[config.mk]
export PLATFORM = sky130hd
export DESIGN_NAME = stopwatch_bcd_lap
export DESIGN_NICKNAME = d
export VERILOG_FILES = /design/src/rtl/stopwatch_pkg.sv /design/src/rtl/bcd_digit_counter.sv /design/src/rtl/stopwatch_bcd_lap.sv
export SDC_FILE = /design/constraint.sdc
export NUM_CORES = 1
export LEC_CHECK = 0
export CORE_MARGIN = 2
export CORE_UTILIZATION = 60
export CTS_BUF_LIST = sky130_fd_sc_hd__clkbuf_8
export CTS_CLUSTER_DIAMETER = 60
export DETAILED_ROUTE_END_ITERATION = 12
export PLACE_DENSITY = 0.93
export SYNTH_ARGS = -nofsm -noshare
export SYNTH_HDL_FRONTEND = slang
export SYNTH_SLANG_ARGS = --single-unit
[constraint.sdc]
create_clock -name Clk -period 7 [get_ports Clk]
set_input_delay 1.4 -clock Clk [delete_from_list [all_inputs] [get_ports Clk]]
set_output_delay 1.4 -clock Clk [all_outputs]
set_load 0.01 [all_outputs]
[src/rtl/stopwatch_pkg.sv]
// ============================================================================
// stopwatch_pkg : state encoding, BCD width and 7-segment decode for the stopwatch
// Rev 1.0
// ============================================================================
`default_nettype none

package stopwatch_pkg;

  localparam int BCD_W = 4;

  typedef enum logic [1:0] {
    IDLE     = 2'd0,
    RUN      = 2'd1,
    PAUSE    = 2'd2,
    LAP_HOLD = 2'd3
  } state_t;

  localparam logic [6:0] SEG_BLANK = 7'b0000000;

  // Segment order {g,f,e,d,c,b,a}; entry 0 is the rightmost slice.
  localparam logic [9:0][6:0] SEG_TABLE = {
    7'h6F, 7'h7F, 7'h07, 7'h7D, 7'h6D,
    7'h66, 7'h4F, 7'h5B, 7'h06, 7'h3F
  };

  function automatic logic [6:0] seg7(input logic [BCD_W-1:0] d);
    seg7 = (d <= 4'd9) ? SEG_TABLE[d] : SEG_BLANK;
  endfunction

endpackage

`default_nettype wire

[src/rtl/bcd_digit_counter.sv]
// ============================================================================
// bcd_digit_counter : one modulo-N BCD digit with carry-out for chaining
// Rev 1.0
// ============================================================================
`default_nettype none

module bcd_digit_counter
  import stopwatch_pkg::*;
#(
  parameter int MODULUS = 10
) (
  input  logic             Clk,
  input  logic             reset,
  input  logic             clr,
  input  logic             inc,
  output logic [BCD_W-1:0] q,
  output logic             carry
);

  localparam logic [BCD_W-1:0] C_LAST = BCD_W'(MODULUS - 1);

  logic [BCD_W-1:0] r_q;

  always_ff @(posedge Clk) begin
    if (reset || clr) begin
      r_q <= '0;
    end else if (inc) begin
      r_q <= (r_q == C_LAST) ? '0 : r_q + 4'd1;
    end
  end

  assign q     = r_q;
  assign carry = inc && (r_q == C_LAST);

endmodule

`default_nettype wire

[src/rtl/stopwatch_bcd_lap.sv]
// ============================================================================
// stopwatch_bcd_lap : BCD stopwatch M..M:S1S0.F with run/pause, lap freeze, clear
// Optional: STOPWATCH_SATURATE_EN holds at max time instead of wrapping. Rev 1.0
// ============================================================================
`default_nettype none

module stopwatch_bcd_lap
  import stopwatch_pkg::*;
#(
  parameter int CLK_HZ     = 100_000_000,
  parameter int TICK_HZ    = 10,
  parameter int MIN_DIGITS = 1
) (
  input  logic                              Clk,
  input  logic                              reset,
  input  logic                              start_stop,
  input  logic                              lap,
  input  logic                              clear,
  output logic                              running,
  output logic                              lap_active,
  output logic                              ovf,
  output logic [BCD_W*(3+MIN_DIGITS)-1:0]   bcd,
  output logic [6:0]                        F,
  output logic [6:0]                        S0,
  output logic [6:0]                        S1,
  output logic [7*MIN_DIGITS-1:0]           M
);

  localparam int DIV = CLK_HZ / TICK_HZ;
  localparam int PW  = $clog2(DIV);
  localparam int ND  = 3 + MIN_DIGITS;
  localparam int DW  = BCD_W * ND;

  localparam logic [PW-1:0] C_PRESC_LAST = PW'(DIV - 1);
  localparam logic [DW-1:0] C_MAX_TIME   = {{MIN_DIGITS{4'h9}}, 12'h599};

  state_t           r_state, w_next;
  logic [PW-1:0]    r_presc;
  logic [DW-1:0]    r_snap;
  logic             r_ovf;
  logic [DW-1:0]    w_live, w_disp;
  logic [ND-1:0]    w_inc, w_carry;
  logic             w_counting, w_tick, w_capture, w_at_max;

  always_ff @(posedge Clk) begin
    if (reset) r_state <= IDLE;
    else       r_state <= w_next;
  end

  always_comb begin
    w_next = r_state;
    if (clear) begin
      w_next = IDLE;
    end else if (start_stop) begin
      case (r_state)
        IDLE, PAUSE:   w_next = RUN;
        RUN, LAP_HOLD: w_next = PAUSE;
        default:       w_next = IDLE;
      endcase
    end else if (lap) begin
      case (r_state)
        RUN:      w_next = LAP_HOLD;
        LAP_HOLD: w_next = RUN;
        default:  w_next = r_state;
      endcase
    end
  end

  always_comb begin
    running    = (r_state == RUN) || (r_state == LAP_HOLD);
    lap_active = (r_state == LAP_HOLD);
    w_counting = running;
    w_capture  = (r_state == RUN) && (w_next == LAP_HOLD);
  end

  // Prescaler keeps its phase across a pause so resuming does not lose time.
  assign w_tick = w_counting && (r_presc == C_PRESC_LAST);

  always_ff @(posedge Clk) begin
    if (reset || clear) begin
      r_presc <= '0;
    end else if (w_counting) begin
      r_presc <= w_tick ? '0 : r_presc + 1'b1;
    end else if (r_state == IDLE) begin
      r_presc <= '0;
    end
  end

  assign w_at_max = (w_live == C_MAX_TIME);

`ifdef STOPWATCH_SATURATE_EN
  assign w_inc[0] = w_tick && !w_at_max;
`else
  assign w_inc[0] = w_tick;
`endif

  generate
    for (genvar gi = 0; gi < ND; gi++) begin : g_digit
      localparam int C_MOD = (gi == 2) ? 6 : 10;
      bcd_digit_counter #(.MODULUS(C_MOD)) u_digit (
        .Clk   (Clk),
        .reset (reset),
        .clr   (clear),
        .inc   (w_inc[gi]),
        .q     (w_live[gi*BCD_W +: BCD_W]),
        .carry (w_carry[gi])
      );
      if (gi < ND - 1) begin : g_chain
        assign w_inc[gi+1] = w_carry[gi];
      end
    end
  endgenerate

  always_ff @(posedge Clk) begin
    if (reset || clear) begin
      r_ovf <= 1'b0;
    end else if (w_carry[ND-1] || (w_tick && w_at_max)) begin
      r_ovf <= 1'b1;
    end
  end

  always_ff @(posedge Clk) begin
    if (reset || clear) begin
      r_snap <= '0;
    end else if (w_capture) begin
      r_snap <= w_live;
    end
  end

  assign ovf    = r_ovf;
  assign w_disp = (r_state == LAP_HOLD) ? r_snap : w_live;
  assign bcd    = w_disp;
  assign F      = seg7(w_disp[3:0]);
  assign S0     = seg7(w_disp[7:4]);
  assign S1     = seg7(w_disp[11:8]);

  generate
    for (genvar gm = 0; gm < MIN_DIGITS; gm++) begin : g_mseg
      assign M[gm*7 +: 7] = seg7(w_disp[(3+gm)*BCD_W +: BCD_W]);
    end
  endgenerate

endmodule

`default_nettype wire

==> flow_summary.json, run 1 <==
{
  "regArea_um2": 1180,
  "antenna_cells": 0,
  "worst_setup_path_end_kind": "output pin",
  "maxCapViolations": 0,
  "placement.io_buffers": 51,
  "coreArea_um2": 5890,
  "power_density_nw_per_um2": 141,
  "clk-insertion-delay-late_ns": 0.34,
  "cts.sinks": 59,
  "multi_input_area_um2": 2280,
  "hold_class": "reg -> reg",
  "first_pass_grt_wire_length_um": 13900,
  "initial_core_util": 0.617,
  "yosys_register_bits": 59,
  "run_status": "finished, final reports clean",
  "overflow": 0,
  "dieWidth_um": 81.8,
  "timing.final.hold_violations": 0,
  "finish.net_count": 525,
  "worst_setup_path_class": "reg -> out",
  "syn_area_per_cell_um2": 7.95,
  "route.detailed.drc": 0,
  "post-synth-top-count-cell": "nor2_1",
  "timing.critical_path.required_ns": 5.60,
  "worst_case_clock_skew_ns": 0.00839,
  "die-area_um2": 6690,
  "placementRows": 28,
  "critical_path.max_fanout": 22,
  "cts.repair.resized": 0,
  "vias": 3409,
  "layout-drive-gt1-share": 0.0516,
  "clk_path_buf_depth": 2,
  "synth.lib_cells_used.distinct": 53,
  "synth-edff-count": 0,
  "dpl_cell_area_um2": 4160,
  "minimum_hold_slack_ns": 0.470,
  "die_height_um": 81.8,
  "layoutNonFillerInstCount": 579,
  "ys_warn_count": 0,
  "postRouteWirelength_um": 8580,
  "gp_congestion": 0.905,
  "synth_top_area_share": 0.325,
  "post-cts-setup-buffer-count": 0,
  "area_growth_syn_to_layout_pct": 19.0,
  "setup_repair_after_global_routing_missed_its_margin": "false",
  "vdd_ir_drop_max_mv": 0.155,
  "detailedRoute.firstPassIterationCount": 4,
  "placed_cells_incl_taps": 564,
  "peak_freq_mhz": 196,
  "finalMaxSlewViolations": 0,
  "drt_iter0_drc": 209,
  "number_of_hold_repair_buffers_added_at_the_cts_stage": 0,
  "syn_nets": 482,
  "max-slew-margin-rel": 0.233,
  "fin_crit_ns": 5.11,
  "routed_via_density": 5.89,
  "tritoncts.num_buffers": 9,
  "clk_pin_slew_ns": 0.06,
  "grt_start_max_net_pins": 36,
  "routedWlPerCell_um": 14.8,
  "design_area_um2": 4320,
  "antenna_found_initial": 0,
  "detailed_place_hpwl_um": 6130,
  "tightestPinTransition_ns": 1.15,
  "io_pins": 52,
  "power.total_w": 0.000611,
  "gr-usage-all-layers": 0.268,
  "tritoncts": "done",
  "cts_max_level": 3,
  "first_global_vias": 3137,
  "filler_cell_count_in_the_final_layout": 437,
  "startpoint_class": "flip-flop",
  "synth_seq_area_share": 0.325,
  "synthDominantAreaCellType": "dfxtp_1",
  "p_leak_nw": 1.52,
  "synth_common_cells": "nor2_1 (73), dfxtp_1 (59), a21oi_1 (37), nand2_1 (35), mux2i_1 (32)",
  "clock_tree.root_cell": "clkbuf_8",
  "timing.final.crit_share": 0.730,
  "cp.arrival_ns": 3.71,
  "asyncSetResetFlopFracSynth": 0,
  "final.setup.tns_ns": 0,
  "drtAntennaViolNets": 0,
  "synth_top_flop_cell": "dfxtp_1",
  "synth_area_um2": 3630,
  "synthCells": 457,
  "setup-violations-final": 0,
  "ys_top_cells_by_area": "dfxtp_1 (33%), mux2i_1 (8.8%), nor2_1 (7.5%)"
}
[worst paths after layout]
check / from / end / slack, ns / depth (start not counted)
max: r_state[0] / S0[0] / 1.89 / 9
min: ovf / ovf / 0.47 / 1
max reg2reg: r_state[0] / r_presc[10] / 3.30 / 6
min reg2reg: ovf / ovf / 0.47 / 1
[sequential cells by signal (all words and copies together) (netlist names)]
register           cells
r_state                2
r_presc               24
g_digit.u_digit.q     16
ovf                    1
r_snap                16
[power by group]
group | internal (W) | switching [W] | total (W)
Combinational | 0.00000619 | 0.0000111 | 0.0000173
Clock | 0.000131 | 0.000125 | 0.000256
Sequential | 0.000336 | 0.000000845 | 0.000337
[routing by layer]
metal  up-vias  GRT usage  routed length (um)
met5         -          0                   0
li1       1693          -                   -
met2        99      0.484                4430
met3        16     0.0758                 460
met1      1601      0.297                3570
met4         0     0.0983                 119
[final cells by class]
type | instances | area share
clock inverter | 5 | 0.00521
tap | 75 | 0.0217
inverter | 27 | 0.0234
sequential | 59 | 0.273
multi-input combinational | 352 | 0.526
timing repair buffer | 51 | 0.118
clock buffer | 10 | 0.0318
[critical path, stage by stage (launching register included)]
cell and delay (ns):
dfxtp_1 0.41, ha_1 0.95, o21ai_0 0.47, inv_1 0.18, ha_1 0.23, nor2_1 0.09
nor2_1 0.20, a21oi_1 0.12, a21oi_1 0.13, clkdlybuf4s50_1 0.56
[kinds of logic after synthesis]
group,Yosys count,share of synthesized area
multiplexers,32,0.0882
AND/OR/NAND/NOR,198,0.284
AO/OA/AOI/OAI,82,0.137
XOR/XNOR,20,0.0482
adder cells (fa/ha/maj),20,0.0689
flip-flops,59,0.325
buffers and inverters,46,0.0486
[cell usage in the layout, fill, tap and decap left out, drive strengths merged, types with 9 or more instances in the layout]
cell type	instances
a21oi	37
clkbuf	10
clkdlybuf4s50	51
dfxtp	59
ha	20
inv	27
mux2i	32
nand2	35
nand3	14
nor2	73
nor3	10
nor4	9
o21ai	15
xnor2	15
[metrics by stage]
step	setup WS [ns]	utilization
detailed placement	2.27	0.707
floorplan	3.27	-
global placement	2.49	0.707
finish	1.89	0.734
CTS	1.87	0.734
global route	1.65	0.734
Note: power is estimated with default switching activity, not from simulation.
==> run 2, diff against run 1 <==
--- a/config.mk
+++ b/config.mk
@@ -6,11 +6,11 @@
 export NUM_CORES = 1
 export LEC_CHECK = 0
 export CORE_MARGIN = 2
-export CORE_UTILIZATION = 60
+export CORE_UTILIZATION = 51
 export CTS_BUF_LIST = sky130_fd_sc_hd__clkbuf_8
 export CTS_CLUSTER_DIAMETER = 60
 export DETAILED_ROUTE_END_ITERATION = 12
-export PLACE_DENSITY = 0.93
+export PLACE_DENSITY = 0.84
 export SYNTH_ARGS = -nofsm -noshare
 export SYNTH_HDL_FRONTEND = slang
 export SYNTH_SLANG_ARGS = --single-unit
==> constraint.sdc (replaced) <==
create_clock -name Clk -period 4.2 [get_ports Clk]
set_input_delay 0.84 -clock Clk [delete_from_list [all_inputs] [get_ports Clk]]
set_output_delay 0.84 -clock Clk [all_outputs]
set_load 0.01 [all_outputs]
==> run 2 against run 1 <==
Hold slack gained 0.0081 ns. Combinational power grew 72%. Core utilization shrank 9.4 points. Highest routed layer unchanged. Clock power grew 59%. Wire length shrank 8.1%. Setup slack lost 1.6 ns. First-iteration DRC count shrank 5.3%. Die area grew 17%. Sequential share of layout area shrank 0.34 points. Flip-flop and latch count is the same.
==> flow_summary.json, run 2 (same netlist as run 1, synthesis figures left out) <==
{
  "run_status": "finished, final reports clean",
  "drtAntennaViolNets": 0,
  "clock_power_share": 0.408,
  "globalRouteMet1Util": 0.264,
  "power_frac_comb": 0.030,
  "maxCapViolations": 0,
  "worst_setup_path_class": "reg -> out",
  "layout-drive-gt1-share": 0.0571,
  "groute.layer.met3.usage": 0.0448,
  "timing.final.hold_violations": 0,
  "fin_crit_ns": 3.87,
  "cpLargestDelayFamily": "buffers and inverters",
  "power.total_w": 0.00100,
  "crit_top_cell": "nor2_1",
  "reg2regPathDepth": 7,
  "layoutNonFillerInstCount": 604,
  "critical_path.max_fanout": 16,
  "detailedRoute.firstPassIterationCount": 5,
  "total_switching_power_w": 0.000226,
  "vias": 3357,
  "dpl_cell_area_um2": 4210,
  "area_growth_syn_to_layout_pct": 20.5,
  "globalRouteMet2Util": 0.367,
  "final.setup.tns_ns": 0,
  "power_density_nw_per_um2": 228,
  "drt_iter0_drc": 198,
  "postRouteWirelength_um": 7890,
  "placementRows": 30,
  "regArea_um2": 1180,
  "min_path_cells": 1,
  "p_leak_nw": 1.54,
  "setup-violations-final": 0,
  "multi_input_area_um2": 2290,
  "dieWidth_um": 88.4,
  "finish.net_count": 528,
  "first_pass_grt_wire_length_um": 13400,
  "layout_common_cells": "nor2_1 (73), dfxtp_1 (59), clkdlybuf4s50_1 (51)",
  "worstHoldStart": "ovf",
  "critical_path.reg2reg.endpoint": "g_digit[3].u_digit.q[1]",
  "tritoncts.num_buffers": 9,
  "coreArea_um2": 6830,
  "placed_cells_incl_taps": 588,
  "setup_repair_after_global_routing_missed_its_margin": "false",
  "largest-register": "r_presc",
  "cp.arrival_ns": 3.03,
  "worst-r2r-setup-slack_ns": 1.53,
  "clk_path_buf_depth": 2,
  "flip_flop_count_of_the_largest_register_after_layout": 24,
  "critPathSlowestCell": "clkdlybuf4s50_1",
  "minimum_hold_slack_ns": 0.478,
  "finalMaxSlewViolations": 0,
  "worst_case_clock_skew_ns": 0.00651,
  "cts.sinks": 59,
  "first_global_vias": 3002,
  "hold_class": "reg -> reg",
  "path_cells": "ha_4 > buf_4 > o21ai_0 > inv_1 > ha_1 > nor2_1 > nor2_1 > a21oi_1 > nor2_1 > clkdlybuf4s50_1",
  "antenna_found_initial": 0,
  "mostFrequentLayoutCell": "nor2_1",
  "detailed_place_hpwl_um": 5770,
  "gr-max-usage-layer": "met2",
  "die_height_um": 88.4,
  "initial_core_util": 0.532,
  "timing.final.crit_share": 0.920,
  "max-slew-margin-rel": 0.367,
  "worst_setup_path_end_kind": "output pin",
  "clk-insertion-delay-late_ns": 0.33,
  "gp_congestion": 0.934,
  "antenna_cells": 0,
  "clock_tree.root_cell": "clkbuf_8",
  "overflow": 0,
  "power_switching_share": 0.226,
  "route.detailed.drc": 0,
  "die-area_um2": 7820,
  "io_pins": 52,
  "clk_pin_slew_ns": 0.06,
  "peak_freq_mhz": 259,
  "vdd_ir_drop_max_mv": 0.165,
  "grt_start_max_net_pins": 36,
  "placement.io_buffers": 51,
  "routed_via_density": 5.56,
  "routedWlPerCell_um": 13.1,
  "cp_num_buf_inv": 3,
  "cts_max_level": 3,
  "seqPwrFrac": 0.563,
  "regToRegStartpoint": "r_state[0]",
  "whs_endpoint": "ovf",
  "tightestPinTransition_ns": 0.949,
  "gr-usage-all-layers": 0.213,
  "filler_cell_count_in_the_final_layout": 605,
  "critical-path-max-stage-delay_ns": 0.47,
  "tritoncts": "done",
  "startpoint_class": "flip-flop",
  "p_int_w": 0.000773,
  "design_area_um2": 4380,
  "timing.critical_path.required_ns": 3.36
}
[run 2: cell count changes in the layout (fill, tap and decap cells not counted), sizes merged]
cell    previous run  this run
buf                0         3
clkbuf            10         9
inv               27        29
[run 2: worst max-delay path by stage]
stage,from,to,slack (ns),depth (start not counted)
final,r_state[0],S0[3],0.33,10
after global routing,r_state[0],S0[3],0.07,9
after CTS,r_state[1],S0[3],0.16,11
after detailed placement,r_state[1],S0[3],0.24,11
after global placement,r_state[0],F[2],0.39,8
after floorplan,r_state[0],M[2],1.03,8
[run 2: power by group through the flow]
stage,clock (W),sequential [W],combinational (W)
2_1_floorplan,0,0.000574,0.0000180
3_3_place_gp,0,0.000574,0.0000290
3_5_place_dp,0,0.000574,0.0000293
4_1_cts,0.000420,0.000562,0.0000295
5_1_grt,0.000442,0.000562,0.0000320
6_report,0.000407,0.000562,0.0000297
[run 2: metrics by stage]
stage	worst slack (ns)	util
after floorplan	1.03	-
after global placement	0.389	0.616
after detailed placement	0.244	0.616
after CTS	0.155	0.639
after global routing	0.0744	0.641
final	0.334	0.641
[run 2: per-layer routing]
| metal | share of wire | routed length [um] | vias up |
|---|---|---|---|
| li1 | - | - | 1694 |
| met1 | 0.45 | 3550 | 1558 |
| met2 | 0.49 | 3860 | 89 |
| met3 | 0.045 | 352 | 16 |
| met4 | 0.016 | 127 | 0 |
| met5 | 0 | 0 | - |
[run 2: final cells by class]
type,count,share of cell area
Tap cell,96,0.0274
Clock buffer,9,0.0283
Multi-Input combinational cell,352,0.523
Inverter,27,0.0231
Clock inverter,7,0.00686
Sequential cell,59,0.270
Timing Repair Buffer,54,0.122
[run 2: timing repair]
item	4_1_cts	5_1_grt
buffers inserted	0	0
resized for setup	1	1
endpoints found under the hold margin	0	0
pin swaps	0	0
endpoints found under the setup margin	14	3
hold buffers	0	0
==> run 3, diff against run 2 <==
--- a/config.mk
+++ b/config.mk
@@ -5,10 +5,12 @@
 export SDC_FILE = /design/constraint.sdc
 export NUM_CORES = 1
 export LEC_CHECK = 0
+export ABC_CLOCK_PERIOD_IN_PS = 4200
 export CORE_MARGIN = 2
 export CORE_UTILIZATION = 51
 export CTS_BUF_LIST = sky130_fd_sc_hd__clkbuf_8
 export CTS_CLUSTER_DIAMETER = 60
+export CTS_CLUSTER_SIZE = 14
 export DETAILED_ROUTE_END_ITERATION = 12
 export PLACE_DENSITY = 0.84
 export SYNTH_ARGS = -nofsm -noshare
==> results of run 3 <==
No change in the layout: final DEF, timing and power equal those of run 2.
